**src/rtl/wb_buffer.sv**
```systemverilog
// wb_buffer: in-order write-back queue between the ALU / memory result paths
// and the register file's single write port, with pending-write lookup for
// decode-stage forwarding.

`ifndef REG_ADDR
`define REG_ADDR 5
`endif
`ifndef REG_SIZE
`define REG_SIZE 32
`endif

module wb_buffer #(
  parameter int DEPTH = 4,
  parameter int AW    = `REG_ADDR,
  parameter int DW    = `REG_SIZE
) (
  input  logic                     clk,
  input  logic                     reset,
  input  logic                     a_valid,
  input  logic [AW-1:0]            a_reg,
  input  logic [DW-1:0]            a_data,
  input  logic                     b_valid,
  input  logic [AW-1:0]            b_reg,
  input  logic [DW-1:0]            b_data,
  output logic                     in_ready,
  output logic                     regwrite,
  output logic [AW-1:0]            wreg,
  output logic [DW-1:0]            wdata,
  input  logic [AW-1:0]            rreg1,
  input  logic [AW-1:0]            rreg2,
  output logic                     hit1,
  output logic                     hit2,
  output logic [DW-1:0]            fwd1,
  output logic [DW-1:0]            fwd2,
  output logic [$clog2(DEPTH):0]   count,
  output logic                     empty,
  output logic                     overflow
);

  localparam int PW = $clog2(DEPTH);
  localparam int CW = PW + 1;
  // Two free slots are needed because both sources may push in one cycle.
  localparam logic [CW-1:0] READY_MAX = CW'(DEPTH - 2);

  logic [AW-1:0]    ent_reg  [DEPTH];
  logic [DW-1:0]    ent_data [DEPTH];
  logic [DEPTH-1:0] ent_valid;

  logic [PW-1:0] head;
  logic [PW-1:0] tail;
  logic [PW-1:0] b_slot;
  logic [PW-1:0] scan_idx;
  logic [CW-1:0] count_q;
  logic [1:0]    num_push;

  logic a_req;
  logic b_req;
  logic push_a;
  logic push_b;
  logic pop;

  assign count    = count_q;
  assign empty    = (count_q == '0);
  assign in_ready = (count_q <= READY_MAX);

  // Register 0 is never stored; a request only counts if it targets a real register.
  assign a_req  = a_valid && (a_reg != '0);
  assign b_req  = b_valid && (b_reg != '0);
  assign push_a = a_req && in_ready;
  assign push_b = b_req && in_ready;
  assign pop    = !empty;

  // A is always older than B, so B lands one slot past A when both push.
  assign b_slot   = push_a ? (tail + PW'(1)) : tail;
  assign num_push = {1'b0, push_a} + {1'b0, push_b};

  // Head entry drives the register file write port directly.
  assign regwrite = !empty;
  assign wreg     = empty ? '0 : ent_reg[head];
  assign wdata    = empty ? '0 : ent_data[head];

  // Pointers, occupancy and per-entry valid bits; reset discards everything pending.
  always_ff @(posedge clk) begin
    if (reset) begin
      head      <= '0;
      tail      <= '0;
      count_q   <= '0;
      ent_valid <= '0;
    end else begin
      head    <= head + PW'(pop);
      tail    <= tail + PW'(num_push);
      count_q <= count_q + CW'(num_push) - CW'(pop);
      if (pop)    ent_valid[head]   <= 1'b0;
      if (push_a) ent_valid[tail]   <= 1'b1;
      if (push_b) ent_valid[b_slot] <= 1'b1;
    end
  end

  // Entry payload storage; contents of invalid slots are don't-care so no reset.
  always_ff @(posedge clk) begin
    if (push_a) begin
      ent_reg[tail]  <= a_reg;
      ent_data[tail] <= a_data;
    end
    if (push_b) begin
      ent_reg[b_slot]  <= b_reg;
      ent_data[b_slot] <= b_data;
    end
  end

  // Sticky error: a real push arrived while the queue could not take it.
  always_ff @(posedge clk) begin
    if (reset) begin
      overflow <= 1'b0;
    end else if (!in_ready && (a_req || b_req)) begin
      overflow <= 1'b1;
    end
  end

  // Forwarding lookup: walk oldest to youngest so the last match is the youngest.
  always_comb begin
    hit1     = 1'b0;
    fwd1     = '0;
    hit2     = 1'b0;
    fwd2     = '0;
    scan_idx = head;
    for (int i = 0; i < DEPTH; i++) begin
      scan_idx = head + PW'(i);
      if (ent_valid[scan_idx]) begin
        if ((rreg1 != '0) && (ent_reg[scan_idx] == rreg1)) begin
          hit1 = 1'b1;
          fwd1 = ent_data[scan_idx];
        end
        if ((rreg2 != '0) && (ent_reg[scan_idx] == rreg2)) begin
          hit2 = 1'b1;
          fwd2 = ent_data[scan_idx];
        end
      end
    end
  end

endmodule

```
**config.mk**
```make
export PLATFORM = sky130hd
export DESIGN_NAME = wb_buffer
export DESIGN_NICKNAME = d
export VERILOG_FILES = /design/src/rtl/wb_buffer.sv
export SDC_FILE = /design/constraint.sdc
export NUM_CORES = 1
export LEC_CHECK = 0
export BUFFER_PORTS_ARGS = -buffer_cell sky130_fd_sc_hd__buf_4
export CELL_PAD_IN_SITES_DETAIL_PLACEMENT = 1
export CELL_PAD_IN_SITES_GLOBAL_PLACEMENT = 2
export CORE_MARGIN = 5
export CORE_UTILIZATION = 40
export DETAILED_ROUTE_END_ITERATION = 8
export GPL_ROUTABILITY_DRIVEN = 0
export PLACE_DENSITY = 0.89
export SYNTH_ARGS = -nofsm -noshare
export SYNTH_HDL_FRONTEND = slang
export SYNTH_SLANG_ARGS = --single-unit
```
**constraint.sdc**
```tcl
create_clock -name clk -period 8 [get_ports clk]
set_clock_uncertainty 0.2 [all_clocks]
set_input_delay 0.8 -clock clk [delete_from_list [all_inputs] [get_ports clk]]
set_output_delay 0.8 -clock clk [all_outputs]
set_load 0.02 [all_outputs]
```
# Word level (Yosys, flattened, before mapping)
# Memory sizes are Yosys's and may differ from the RTL's. A register that Yosys moved wholly into a read port is not among the register bits.
# Index checks and enable logic that the tools add are counted.
[word_totals] reg_bits=12 ramBits=148 in_bits=88 out_inout_bits=110 elab_cells=122 memories=2
[op_classes] addsub=9 order_cmp=10 n_eq_ne=8 n_mux=60 n_bitwise=4 reduce_logical=24
[memory_table] memory="ent_data" words=4 width=32 rd=4 rd_clocked_by_memory_dff=1 write_ports=2 line="46" rtl="logic [DW-1:0] ent_data [DEPTH];"
[memory_table] memory="ent_reg" words=4 width=5 rd=4 rd_clocked_by_memory_dff=1 write_ports=2 line="45" rtl="logic [AW-1:0] ent_reg [DEPTH];"
[op_table] op="$mux W32" count=17
[op_table] op="$eq A5 B5 Y1" count=8
[op_table] op="$mux W1" count=27
[op_table] op="$mux W4" count=5
[op_table] op="$reduce_bool A5 Y1" count=4
[op_table] op="$lt A2 B3 Y1 const B" count=6
[op_table] op="$logic_and A1 B1 Y1" count=16
[op_table] op="$bmux W1 S2" count=4
[op_table] op="$or A4 B4 Y4" count=2
[op_table] op="$demux W1 S2" count=3
[op_table] op="$ge A2 B1 Y1 const B" count=3
[op_table] op="$mux W2" count=3
[op_table] op="$mux W5" count=1
[op_table] op="$add A2 B1 Y2 const B" count=2
[op_table] op="$add A2 B2 Y2 const B" count=2
[op_table] op="$and A4 B4 Y4" count=1
[op_table] op="$not A4 Y4" count=1
[op_table] op="$add A3 B2 Y3" count=1
[op_table] op="$le A3 B2 Y1 const B" count=1
[op_table] op="$logic_not A3 Y1" count=1
[op_table] op="$sub A3 B1 Y3" count=1
[op_table] op="$add A1 B1 Y2" count=1
[op_table] op="$add A2 B1 Y2" count=1
[op_table] op="$add A2 B2 Y2" count=1
[op_table] op="other kinds (2)" count=3

# Depth between registers and ports, before layout
[logic_depth] ltp_word=13 mapped_depth=17 mapped_depth_nobuf=12

# Worst setup path after synthesis
# OpenSTA, ideal clock, no wires.
[synth_path] kind="flip-flop to output port" from="reg head[0]" to="out fwd1[31]" t_arrival_ps=4047 required_ps=7000 path_slack_ps=2953 stages_incl_launch_ff=16 path_buffers=7 path_cell_list="dfxtp_1 buf_6 buf_2 buf_2 buf_2 buf_2 inv_1 ha_1 buf_6 buf_6 mux4_2 xor2_1 nor4_4 a21boi_4 a221oi_1 o21ai_0"
[synth_between] elab_chain_cells=10 word_cells_on_any_way=26 cone_classes="add/sub: 3; eq/ne: 3; mux: 15; reduce/logical: 3; memory: 2"
[synth_rtl] item="start: declaration" line="49" rtl="logic [PW-1:0] head;"
[synth_rtl] item="start signal: assignment" line="90" rtl="head <= head + PW'(pop);"
[synth_rtl] item="$add A2 B1 Y2" line="128" rtl="scan_idx = head + PW'(i);"
[synth_rtl] item="$mem_v2 Z4 W5"
[synth_rtl] item="$eq A5 B5 Y1" line="130" rtl="if ((rreg1 != '0) && (ent_reg[scan_idx] == rreg1)) begin"
[synth_rtl] item="$logic_and A1 B1 Y1" line="130"
[synth_rtl] item="$mux W32" line="130"
[synth_rtl] item="$mux W32" line="129" rtl="if (ent_valid[scan_idx]) begin"
[synth_rtl] item="$mux W32" line="130"
[synth_rtl] item="$mux W32" line="129"
[synth_rtl] item="$mux W32" line="130"
[synth_rtl] item="$mux W32 *" line="129"
[synth_rtl] item="end: declaration" line="33" rtl="output logic [DW-1:0] fwd1,"
# Every way passes the cells marked *; elsewhere a longest branch is shown, timed or not. The select of a mux whose other input is x is not followed.

# Worst setup path after layout
[layout_path] from="reg head[0]" to="out fwd2[6]"
[layout_between] elab_chain_cells=10 word_cells_on_any_way=26 cone_classes="add/sub: 3; eq/ne: 3; mux: 15; reduce/logical: 3; memory: 2"
[layout_rtl] item="$add A2 B1 Y2" line="128"
[layout_rtl] item="$mem_v2 Z4 W5"
[layout_rtl] item="$eq A5 B5 Y1" line="134" rtl="if ((rreg2 != '0) && (ent_reg[scan_idx] == rreg2)) begin"
[layout_rtl] item="$logic_and A1 B1 Y1" line="134"
[layout_rtl] item="$mux W32" line="134"
[layout_rtl] item="$mux W32" line="129"
[layout_rtl] item="$mux W32" line="134"
[layout_rtl] item="$mux W32" line="129"
[layout_rtl] item="$mux W32" line="134"
[layout_rtl] item="$mux W32 *" line="129"
[layout_rtl] item="end: declaration" line="34" rtl="output logic [DW-1:0] fwd2,"
# Marked as above.

==> impl_results.md <==
* Max reg flops at 128
* Worst-Margin Slew at 1.18 ns
* Area Overhead vs Synth at 17.7%
* FF+latch count, synth at 160
* DR WL/cell at 27.5 um
* Die X at 193 um
* Number of CTS-inserted buffers at 17
* Clock Latency Late Sink at 0.43 ns
* Cells after Synth at 1055
* Crit path capture: fwd2[6]
* Max-cap violations at 0
* Slew headroom at 21.0%
* Drt pass-1 iters at 5
* Die height at 193 um
* Origin of the critical flop-to-flop path: tail[0]$_SDFF_PP0_
* Hold Violations, Final at 0
* Vias in the first global route at 11300
* Leak at 5.30 nW
* Critical Path Most Common Cell: buf_4
* Mapped Area at 0.0134 mm2
* Fillers at 3421
* Hold_buf cts at 0
* Delay-heaviest family, CP: buffers and inverters
* # nets final at 1286
* CP Cell Sequence: buf_4 > mux2_2 > and4b_1 > a211oi_4 > buf_4 > a221oi_1 > o21ai_1 > buf_4
* Crit start category: flop
* Largest net degree at the start of global routing at 80
* Final worst path period share at 76.2%
* Worst setup path class: flop to primary output
* Post-CTS Setup Bufs at 0
* H-tree depth at 4
* Total global-route track usage at 24.3%
* Critical path depth in cells at 8
* CTS Sinks at 160
* Reg2Reg Setup Slack at 4.35 ns
* Final setup TNS at 0 ns
* Root buf cell: clkbuf_16
* Peak Freq at 164 MHz
* Core ar. at 0.0333 mm2
* Initial Util at 40.2%
* Global-route wire length before repair at 68.4 mm
* Std cell rows at 67
* HP Class: flop to flop
* DRC viols at 0
* Worst-path clk slew at 0.07 ns
* Worst Path Max Fanout at 52
* Reg2Reg Depth at 7
* Top_reg_cell synth: edfxtp_1
* Final HPWL from detailed placement at 29.6 mm
* Share of layout cells above drive strength 1 at 47.6%
* Final setup viols at 0
* Number of synthesized flops with an enable pin at 148
* Ys async rst share at 0%
* Worst VDD drop at 223 uV
* CP peak stage delay at 0.90 ns
* CP Buf/Inv Count at 3
* Final max-slew violation count at 0
* Netlist cell types at 46
* Minimum clock period at 6.09 ns
* Origin of the worst setup path: head[0]$_SDFF_PP0_
* Port Buffers at 197
* Syn_area_per_cell at 12.7 um2
* Vias per std cell at 6.45
* Initial antenna violation count at 3
* Reg2reg end: ent_data[3][13]$_DFFE_PP_
* Overflow after GRT at 0
* Vias post-DR at 10600
* Die footprint at 0.0372 mm2
* Status: finished clean
* CTS resizes at 0
* Clock Path Buffers at 2
* Syn nets at 1158
* CTS tree: built
* Post-synthesis sequential area ratio at 35.0%
* Slowest stage cell, crit path: mux2_2
* Power per cell area at 380 mW/mm2
* Crit. End Element: primary output
* Aggregate routed wire length at 45.2 mm
* Ports at 198
* Util after Layout at 47.3%
* YS warnings at 0
* Post-route ant nets at 0
* Crit path DAT at 5.09 ns
* Initial DRC Count at 881
* RSZ-0062 raised after global routing: false
* Required time of the critical path at 7.00 ns
-- per-stage QoR --
stage / power, mW / cells / worst slack (ns) / area (um2) / hold slack [ns]
after detailed placement: 5.12 / 1612 / 2.36 / 15100 / 0.266
after CTS: 6.01 / 1644 / 1.88 / 15700 / 0.282
final: 5.98 / 1645 / 1.91 / 15700 / 0.276
after floorplan: 4.04 / 1055 / 2.95 / 13400 / 0.266
after global routing: 6.30 / 1645 / 1.60 / 15700 / 0.302
after global placement: 4.98 / 1612 / 2.49 / 15100 / 0.253
-- worst min path at each step --
stage	slack, ns	to	start	cells after the start
after floorplan	0.27	ent_valid[3]$_SDFF_PP0_	ent_valid[3]$_SDFF_PP0_	2
after global placement	0.25	overflow$_SDFFE_PP0P_	overflow$_SDFFE_PP0P_	2
after global routing	0.30	overflow$_SDFFE_PP0P_	overflow$_SDFFE_PP0P_	2
final	0.28	overflow$_SDFFE_PP0P_	overflow$_SDFFE_PP0P_	2
after detailed placement	0.27	overflow$_SDFFE_PP0P_	overflow$_SDFFE_PP0P_	2
after CTS	0.28	overflow$_SDFFE_PP0P_	overflow$_SDFFE_PP0P_	2
-- cell usage in the layout (no fill, tap or decap), drive strengths merged, types with 3 or more instances in the layout --
cell	n
nor2	10
nor3	5
bufinv	4
and2	37
xnor2	27
ha	14
clkbuf	20
or3	5
mux2	149
inv	16
mux4	151
a21boi	3
nor2b	36
nand3	6
edfxtp	148
clkinv	4
nor4	4
and4	3
buf	217
xor2	16
a21oi	4
nand2	83
o21ai	131
a221oi	65
dfxtp	12
nand4	6
-- where the power goes --
group | switching [mW] | internal, mW | total, mW
clock | 0.356 | 0.526 | 0.882
sequential | 0.240 | 1.25 | 1.49
combinational | 1.91 | 1.69 | 3.60
-- logic make-up after synthesis --
logic type      after synthesis  synth area share, %
compound gates              214                 10.4
flops                       160                 35.0
simple gates                200                 7.85
mux                         302                 38.1
xor+xnor                     43                 2.82
buf+inv                     121                 4.38
fa+ha+maj                    15                 1.46
-- routing by layer --
metal	GRT usage (%)	vias to the layer above	share of wire [%]	wire length (um)
met1	31.0	5487	40	18000
met3	4.47	103	7.3	3300
li1	-	4501	-	-
met2	40.9	515	49	22300
met4	10.1	4	3.5	1560
met5	0	-	0.075	34
-- cell usage after synthesis (4+ instances only) --
library cell | n | share of area (%)
a21oi_1 | 4 | 0.15
a221oi_1 | 63 | 4.1
and2_1 | 37 | 1.7
buf_2 | 45 | 1.7
buf_6 | 10 | 0.84
clkbuf_1 | 50 | 1.4
dfxtp_1 | 12 | 1.8
edfxtp_1 | 148 | 33
ha_1 | 14 | 1.3
inv_1 | 13 | 0.36
mux2_2 | 149 | 13
mux4_2 | 151 | 25
nand2_1 | 83 | 2.3
nand3_1 | 6 | 0.22
nand4_1 | 6 | 0.28
nor2_1 | 10 | 0.28
nor2b_1 | 36 | 1.7
o21ai_0 | 67 | 2.5
o21ai_1 | 64 | 2.4
or3_1 | 5 | 0.23
xnor2_1 | 27 | 1.8
xor2_1 | 16 | 1.0
-- worst min-delay path, cell delays in order (launching register included) --
cell and delay, ns:
dfxtp_1 0.33, nor2_1 0.05, nor2_1 0.07
-- final cells by class --
cell class | count | area [um2] | area share [%]
inverter | 13 | 48.8 | 0.310
tap | 448 | 561 | 3.56
sequential | 160 | 4690 | 29.8
clock buffer | 20 | 437 | 2.77
antenna | 1 | 2.50 | 0.0159
multi-input combinational | 774 | 8190 | 52.0
timing repair buffer | 217 | 1630 | 10.3
clock inverter | 12 | 183 | 1.16
(Power assumes the default switching activity.)
